`src/rtl/mem_access_stage.sv`:
```
// mem_access_stage
//   Memory stage of the pipelined RISC15 core. It takes the EX/MEM register
//   and produces the MEM/WB register. Non-memory ops pass through with one
//   cycle of latency. LW/SW perform one handshaked data-memory access. LM/SM
//   walk the 8-bit register list in ascending order, one access per listed
//   register, while stalling upstream.
//
// Ports
//   clk, reset                 clock, synchronous active-high reset
//   in_*                       EX/MEM register contents (sampled only in IDLE)
//   stall_out                  upstream must hold while a memory op is active
//   dmem_*                     data-memory request/response handshake
//   rf_rd_addr / rf_rd_data    register-file read port used by SM
//   out_*                      MEM/WB register contents
//
// state  | meaning
// -------+------------------------------------------------------------
// IDLE   | accepting a new instruction from EX/MEM
// ACCESS | single LW/SW access outstanding, waiting for dmem_ready
// MULTI  | LM/SM in progress, one access per remaining list bit
module mem_access_stage #(
  parameter int ADDR_W = 16,
  parameter int DATA_W = 16
) (
  input  logic              clk,
  input  logic              reset,
  input  logic              in_valid,
  input  logic [5:0]        in_op,
  input  logic [DATA_W-1:0] in_alu_out,
  input  logic [DATA_W-1:0] in_ra_data,
  input  logic [2:0]        in_dest,
  input  logic              in_reg_write,
  input  logic              in_ccr_write,
  input  logic [1:0]        in_ccr_value,
  input  logic [7:0]        in_imm8,
  output logic              stall_out,
  output logic              dmem_req,
  output logic              dmem_we,
  output logic [ADDR_W-1:0] dmem_addr,
  output logic [DATA_W-1:0] dmem_wdata,
  input  logic [DATA_W-1:0] dmem_rdata,
  input  logic              dmem_ready,
  output logic [2:0]        rf_rd_addr,
  input  logic [DATA_W-1:0] rf_rd_data,
  output logic              out_valid,
  output logic [2:0]        out_dest,
  output logic [DATA_W-1:0] out_wdata,
  output logic              out_reg_write,
  output logic              out_ccr_write,
  output logic [1:0]        out_ccr_value,
  output logic              out_zero_write,
  output logic              out_zero_value
);

  typedef enum logic [1:0] {
    IDLE   = 2'd0,
    ACCESS = 2'd1,
    MULTI  = 2'd2
  } state_t;

  state_t             state_q, state_n;
  logic [7:0]         list_q, list_n;
  logic [ADDR_W-1:0]  addr_q, addr_n;
  logic [DATA_W-1:0]  wdata_q, wdata_n;
  logic               we_q, we_n;
  logic [2:0]         dest_q, dest_n;

  logic               o_valid_n;
  logic [2:0]         o_dest_n;
  logic [DATA_W-1:0]  o_wdata_n;
  logic               o_rw_n;
  logic               o_ccrw_n;
  logic [1:0]         o_ccrv_n;
  logic               o_zw_n;
  logic               o_zv_n;

  logic [3:0]         op;
  logic               is_mem;
  logic [2:0]         k;

  // IR[1:0] travels with the opcode but has no meaning in this stage.
  logic               unused_op_bits;
  assign unused_op_bits = ^in_op[1:0];

  assign op     = in_op[5:2];
  assign is_mem = (op[3:2] == 2'b01);

  // Lowest set bit of the remaining list gives ascending register order.
  always_comb begin
    k = 3'd0;
    for (int i = 7; i >= 0; i--) begin
      if (list_q[i]) k = 3'(i);
    end
  end

  assign stall_out  = (state_q != IDLE);
  assign dmem_req   = (state_q != IDLE);
  assign dmem_we    = (state_q != IDLE) && we_q;
  assign dmem_addr  = addr_q;
  // SM data comes straight from the register file for the current list bit.
  assign dmem_wdata = (state_q == MULTI) ? rf_rd_data : wdata_q;
  assign rf_rd_addr = (state_q == MULTI) ? k : 3'd0;

  always_comb begin
    state_n   = state_q;
    list_n    = list_q;
    addr_n    = addr_q;
    wdata_n   = wdata_q;
    we_n      = we_q;
    dest_n    = dest_q;
    o_valid_n = 1'b0;
    o_dest_n  = 3'd0;
    o_wdata_n = '0;
    o_rw_n    = 1'b0;
    o_ccrw_n  = 1'b0;
    o_ccrv_n  = 2'b00;
    o_zw_n    = 1'b0;
    o_zv_n    = 1'b0;

    unique case (state_q)
      IDLE: begin
        if (in_valid) begin
          if (!is_mem) begin
            o_valid_n = 1'b1;
            o_dest_n  = in_dest;
            o_wdata_n = in_alu_out;
            o_rw_n    = in_reg_write;
            o_ccrw_n  = in_ccr_write;
            o_ccrv_n  = in_ccr_value;
          end else if (!op[1]) begin
            addr_n  = ADDR_W'(in_alu_out);
            wdata_n = in_ra_data;
            we_n    = op[0];
            dest_n  = in_dest;
            state_n = ACCESS;
          end else if (in_imm8 != 8'd0) begin
            list_n  = in_imm8;
            addr_n  = ADDR_W'(in_alu_out);
            we_n    = op[0];
            state_n = MULTI;
          end else begin
            // Empty LM/SM list retires as a NOP.
            o_valid_n = 1'b1;
          end
        end
      end

      ACCESS: begin
        if (dmem_ready) begin
          o_valid_n = 1'b1;
          if (!we_q) begin
            o_dest_n  = dest_q;
            o_wdata_n = dmem_rdata;
            o_rw_n    = 1'b1;
            o_zw_n    = 1'b1;
            o_zv_n    = (dmem_rdata == '0);
          end
          state_n = IDLE;
        end
      end

      MULTI: begin
        if (dmem_ready) begin
          o_valid_n = 1'b1;
          if (!we_q) begin
            o_dest_n  = k;
            o_wdata_n = dmem_rdata;
            o_rw_n    = 1'b1;
          end
          // x & (x-1) clears exactly the lowest set bit, i.e. bit k.
          list_n = list_q & (list_q - 8'd1);
          addr_n = addr_q + ADDR_W'(1);
          if ((list_q & (list_q - 8'd1)) == 8'd0) state_n = IDLE;
        end
      end

      default: state_n = IDLE;
    endcase
  end

  always_ff @(posedge clk) begin
    if (reset) begin
      state_q        <= IDLE;
      list_q         <= 8'd0;
      addr_q         <= '0;
      wdata_q        <= '0;
      we_q           <= 1'b0;
      dest_q         <= 3'd0;
      out_valid      <= 1'b0;
      out_dest       <= 3'd0;
      out_wdata      <= '0;
      out_reg_write  <= 1'b0;
      out_ccr_write  <= 1'b0;
      out_ccr_value  <= 2'b00;
      out_zero_write <= 1'b0;
      out_zero_value <= 1'b0;
    end else begin
      state_q        <= state_n;
      list_q         <= list_n;
      addr_q         <= addr_n;
      wdata_q        <= wdata_n;
      we_q           <= we_n;
      dest_q         <= dest_n;
      out_valid      <= o_valid_n;
      out_dest       <= o_dest_n;
      out_wdata      <= o_wdata_n;
      out_reg_write  <= o_rw_n;
      out_ccr_write  <= o_ccrw_n;
      out_ccr_value  <= o_ccrv_n;
      out_zero_write <= o_zw_n;
      out_zero_value <= o_zv_n;
    end
  end

endmodule

```
`config.mk`:
```
export PLATFORM = sky130hd
export DESIGN_NAME = mem_access_stage
export DESIGN_NICKNAME = d
export VERILOG_FILES = /design/src/rtl/mem_access_stage.sv
export SDC_FILE = /design/constraint.sdc
export NUM_CORES = 1
export LEC_CHECK = 0
export CORE_MARGIN = 5
export CORE_UTILIZATION = 25
export DETAILED_ROUTE_END_ITERATION = 16
export PLACE_DENSITY = 0.59
export SYNTH_ARGS = -nofsm -noshare
export SYNTH_HDL_FRONTEND = slang
export SYNTH_SLANG_ARGS = --single-unit
```
`constraint.sdc`:
```
create_clock -name clk -period 4.8 [get_ports clk]
set_clock_uncertainty 0.1 [all_clocks]
set_input_delay 1.44 -clock clk [delete_from_list [all_inputs] [get_ports clk]]
set_output_delay 1.44 -clock clk [all_outputs]
set_load 0.03 [all_outputs]
```
# == Yosys cells after proc, flatten, opt, wreduce, memory -nomap -nowiden ==
# Cells that the tools add are included.
# totals
regBits,72
input_bits,89
output_inout_bits,64
word_cells,105
# classes
n_addsub,2
n_eq_ne,12
n_mux,55
bitwise_logic,6
reduce_logical,16
# op_table
operator,count
$mux W16,10
$pmux W16 S2,2
$mux W3,15
$mux W8,5
$add A16 B1 Y16 const B,1
$logic_not A16 Y1,1
$pmux W8 S2,1
$mux W2,7
$ne A2 B2 Y1 const B,6
$reduce_and A6 Y1,2
$mux W1,11
$pmux W3 S3,1
$and A8 B8 Y8,1
$logic_not A8 Y1,1
$reduce_and A4 Y1,2
$reduce_bool A8 Y1,1
$reduce_or A4 Y1,2
$sub A8 B1 Y8 const B,1
$pmux W2 S3,1
$not A1 Y1,5
$reduce_and A5 Y1,1
$eq A2 B1 Y1 const B,2
$ne A2 B1 Y1 const B,2
$pmux W1 S2,2
other kinds (6),8

# == Longest topological paths before layout ==
# logic_depth
ltp_word,11
depth_mapped,9
depth_no_buf,7

# == Least setup slack after synthesis ==
# No wires, ideal clock.
# synth_timing
path_type,input to output
start,input rf_rd_data[0]
end,output dmem_wdata[0]
t_arrival_ns,1.772
required_time_ns,3.260
setup_slack_ns,1.488
stages,1
path_buffers,0
cell_sequence,mux2_2
# synth_via
elab_chain_cells,1
# synth_lines
item,line_no,rtl
from (decl),44,"input logic [DATA_W-1:0] rf_rd_data,"
$mux W16,101,assign dmem_wdata = (state_q == MULTI) ? rf_rd_data : wdata_q;
to (decl),40,"output logic [DATA_W-1:0] dmem_wdata,"
# Every way passes these cells.

# == Final worst setup path ==
# layout_timing
start,input rf_rd_data[10]
end,output dmem_wdata[10]
# The elaborated chain is that of the path after synthesis.

==> key figures <==
Run status
  – Outcome: complete, no violations

Critical path
  – Critical path launch point type: input port
  – Critical path's largest stage delay: 680 ps
  – CP cell instances: clkdlybuf4s50_1, mux2_2, clkdlybuf4s50_1
  – Worst Path Buf+Inv: 2
  – WP data arrival: 2720 ps
  – Critical-path top delay cell: clkdlybuf4s50_1
  – CP Capture Type: primary output
  – CP Class: input port to primary output
  – Worst Path Required: 3260 ps
  – Worst path most repeated cell: clkdlybuf4s50_1
  – CP top delay family: buffers and inverters
  – CP max FO: 1

Clocking
  – Post-CTS Setup Inserts: 0
  – Post_cts resized: 0
  – Clock sink count: 72
  – Clk slew on worst S/H paths: 50 ps
  – CTS tree: done
  – Root Buffer: clkbuf_16
  – Cts hold-fix bufs: 0
  – H-tree levels: 3
  – Total CTS buffers: 9
  – CTS max path bufs: 2
  – Clk Latency, worst-skew pair: 340 ps

Power
  – Gate power share: 0.355
  – Flop pwr share: 0.326
  – Power, Total: 2280 uW
  – Sw frac: 0.342
  – Pwr dens: 409 nW/um^2
  – Worst VDD drop: 0.000181 V
  – Internal power: 1500 uW
  – Pleak: 0.00202 uW
  – Clock power frac: 0.319
  – Sw power: 781 uW

Die
  – CORE AREA: 14000 sq um
  – DIE WIDTH: 130 microns
  – Die ar.: 16900 sq um
  – Initial Util: 0.257
  – DIE HEIGHT: 130 microns
  – Number of core rows: 43
  – # IOs: 153

Place
  – Detailed placement HPWL: 9350 microns
  – Final Wtd Congestion: 0.808
  – Post-DP Area: 5260 sq um
  – PortBufs: 150

Timing
  – Fmax: 235 MHz
  – Slew Limit Headroom: 0.527
  – Worst Max-Slew Pin Slew: 710 ps
  – Tcrit/Tclk final: 0.888
  – Total negative slack: 0 ps
  – Final Hold Vio Count: 0
  – Min Tclk post-route: 4260 ps
  – RSZ-0062 raised after global routing: no
  – Pins over their slew limit: 0
  – Setup-failing EPs final: 0

Logic synthesis
  – Yosys Warn Count: 0
  – Post-synthesis adder-cell area fraction: 0.0174
  – Async S/R FF share, synth: 0
  – Synth cell count leaders: dfxtp_1 (72), nand2_1 (54), a21oi_1 (51)
  – Avg Cell Area, Syn: 8.11 sq um
  – Largest area contributor in the netlist: dfxtp_1
  – Seq/Total Area, Yosys: 0.401
  – Yosys reg bits: 72
  – Post-synthesis mux area share: 0.0613
  – Post-synthesis cell area: 3590 sq um
  – Most frequent cell after synthesis: dfxtp_1
  – Post-synth EDFFs: 0
  – Post-synth top area share: 0.401
  – XOR/XNOR share of the synthesized area: 0
  – Unique masters post-synth: 51
  – Mapped Cells: 443
  – Compound-Gate Fraction of Synth Area: 0.233
  – Largest family of logic cells by synthesized area: simple AND/OR/NAND/NOR gates
  – Main synth FF type: dfxtp_1
  – Post-Synth Simple-Gate Area: 0.235
  – Syn_nets: 537
  – Ranking of synthesized cells by area: dfxtp_1 (40%), a21oi_1 (7.1%), nand2_1 (5.6%)

Global routing
  – Largest net degree at the start of global routing: 35
  – First-pass GRT wire length: 19200 microns
  – Initial antenna violation count: 0
  – Total GRT Usage: 0.146
  – Vias in the first global route: 3837
  – Congestion Overflow GR: 0

Drt
  – Final wirelength: 12500 microns
  – Vias post-DR: 3793
  – DRT Pass-1 Iters: 4
  – Via/cell ratio: 4.98
  – Initial DRC count: 166
  – Antenna Nets Post-Route: 0
  – Average wire per standard cell: 16.4 microns
  – Remaining DRCs: 0

Finish
  – Share of post-route cells with drive strength above 1: 0.0792
  – Ant. Diodes: 0
  – # fillers: 1419
  – NumNets Final: 671
  – Final cell area excluding filler cells: 5580 sq um
  – Layout area overhead: 55.3%

Job
  – Max capacitance violation total: 0

Hold path
  – Worst min path class: flip-flop to flip-flop
[power groups by stage]
stage / Combinational [uW] / Clock, uW / Sequential [uW]
floorplan: 407 / 0 / 834
global route: 875 / 769 / 757
global placement: 804 / 0 / 751
finish: 810 / 728 / 745
CTS: 818 / 754 / 744
detailed placement: 813 / 0 / 757
[cell families after synthesis]
| family | count (synthesis) |
|---|---|
| muxes | 20 |
| buffers and inverters | 48 |
| DFF | 72 |
| adders and majority gates | 5 |
| and+or+nand+nor | 169 |
| AOI/OAI and AO/OA | 129 |
[worst min-delay path, delay by kind of cell, from the launching register on]
| kind | cells | cell delay (ps) |
|---|---|---|
| simple gates | 1 | 50 |
| flops | 1 | 310 |
| compound gates | 1 | 50 |
[path summary, 6_finish.rpt]
path | slack [ps] | cells past startpoint | start | to
setup / recovery | 540 | 3 | rf_rd_data[10] | dmem_wdata[10]
hold / removal | 360 | 2 | wdata_q[8]$_SDFFE_PP0P_ | wdata_q[8]$_SDFFE_PP0P_
setup reg to reg | 1890 | 7 | state_q[0]$_SDFFE_PP0P_ | dmem_addr[0]$_SDFFE_PP0P_
hold reg to reg | 360 | 2 | wdata_q[8]$_SDFFE_PP0P_ | wdata_q[8]$_SDFFE_PP0P_
[layer usage]
metal / wire length (microns) / GRT usage
met1: 5080 / 0.168
met5: 0 / 0
met3: 1200 / 0.0585
met2: 5950 / 0.241
met4: 240 / 0.0630
[area by class of cell]
type / count / area, sq um / area share
clock buffer: 12 / 256 / 0.0460
clock inverter: 3 / 65.1 / 0.0117
inverter: 14 / 52.6 / 0.00942
multi-input combinational: 323 / 1970 / 0.353
sequential: 72 / 1440 / 0.258
tap: 180 / 225 / 0.0404
timing repair buffer: 157 / 1570 / 0.281
[per-stage QoR]
step | cells | worst slack [ps] | hold slack [ps] | utilization
after floorplan | 443 | 1490 | 334 | -
after global placement | 746 | 537 | 342 | 0.376
after detailed placement | 746 | 534 | 351 | 0.376
after CTS | 761 | 521 | 359 | 0.399
after global routing | 761 | 502 | 385 | 0.399
final | 761 | 539 | 355 | 0.399
[registers in the layout, indices dropped and copies added, names as in the netlist]
name,cells
out_zero_value,1
out_ccr_value,2
out_dest,3
wdata_q,16
out_wdata,16
out_ccr_write,1
out_valid,1
out_zero_write,1
out_reg_write,1
list_q,8
state_q,2
we_q,1
dmem_addr,16
dest_q,3
[layout by cell type, fill, tap and decap left out, types with 4 or more instances in the layout]
cell and instances:
nor3_1 9, nor2_1 36, a22oi_1 19, nor2b_1 7, mux2_2 16, inv_1 13
clkbuf_16 9, mux2i_1 4, buf_4 7, and2_1 5, o21ai_0 20, and3_1 4
nand2b_1 11, nor4_1 9, clkdlybuf4s50_1 147, a21oi_1 51, nand3b_1 6, nand2_1 54
ha_1 4, nand3_1 6, nand4_1 6, dfxtp_1 72, o32ai_1 8
Power figures use the tool's default switching activity.
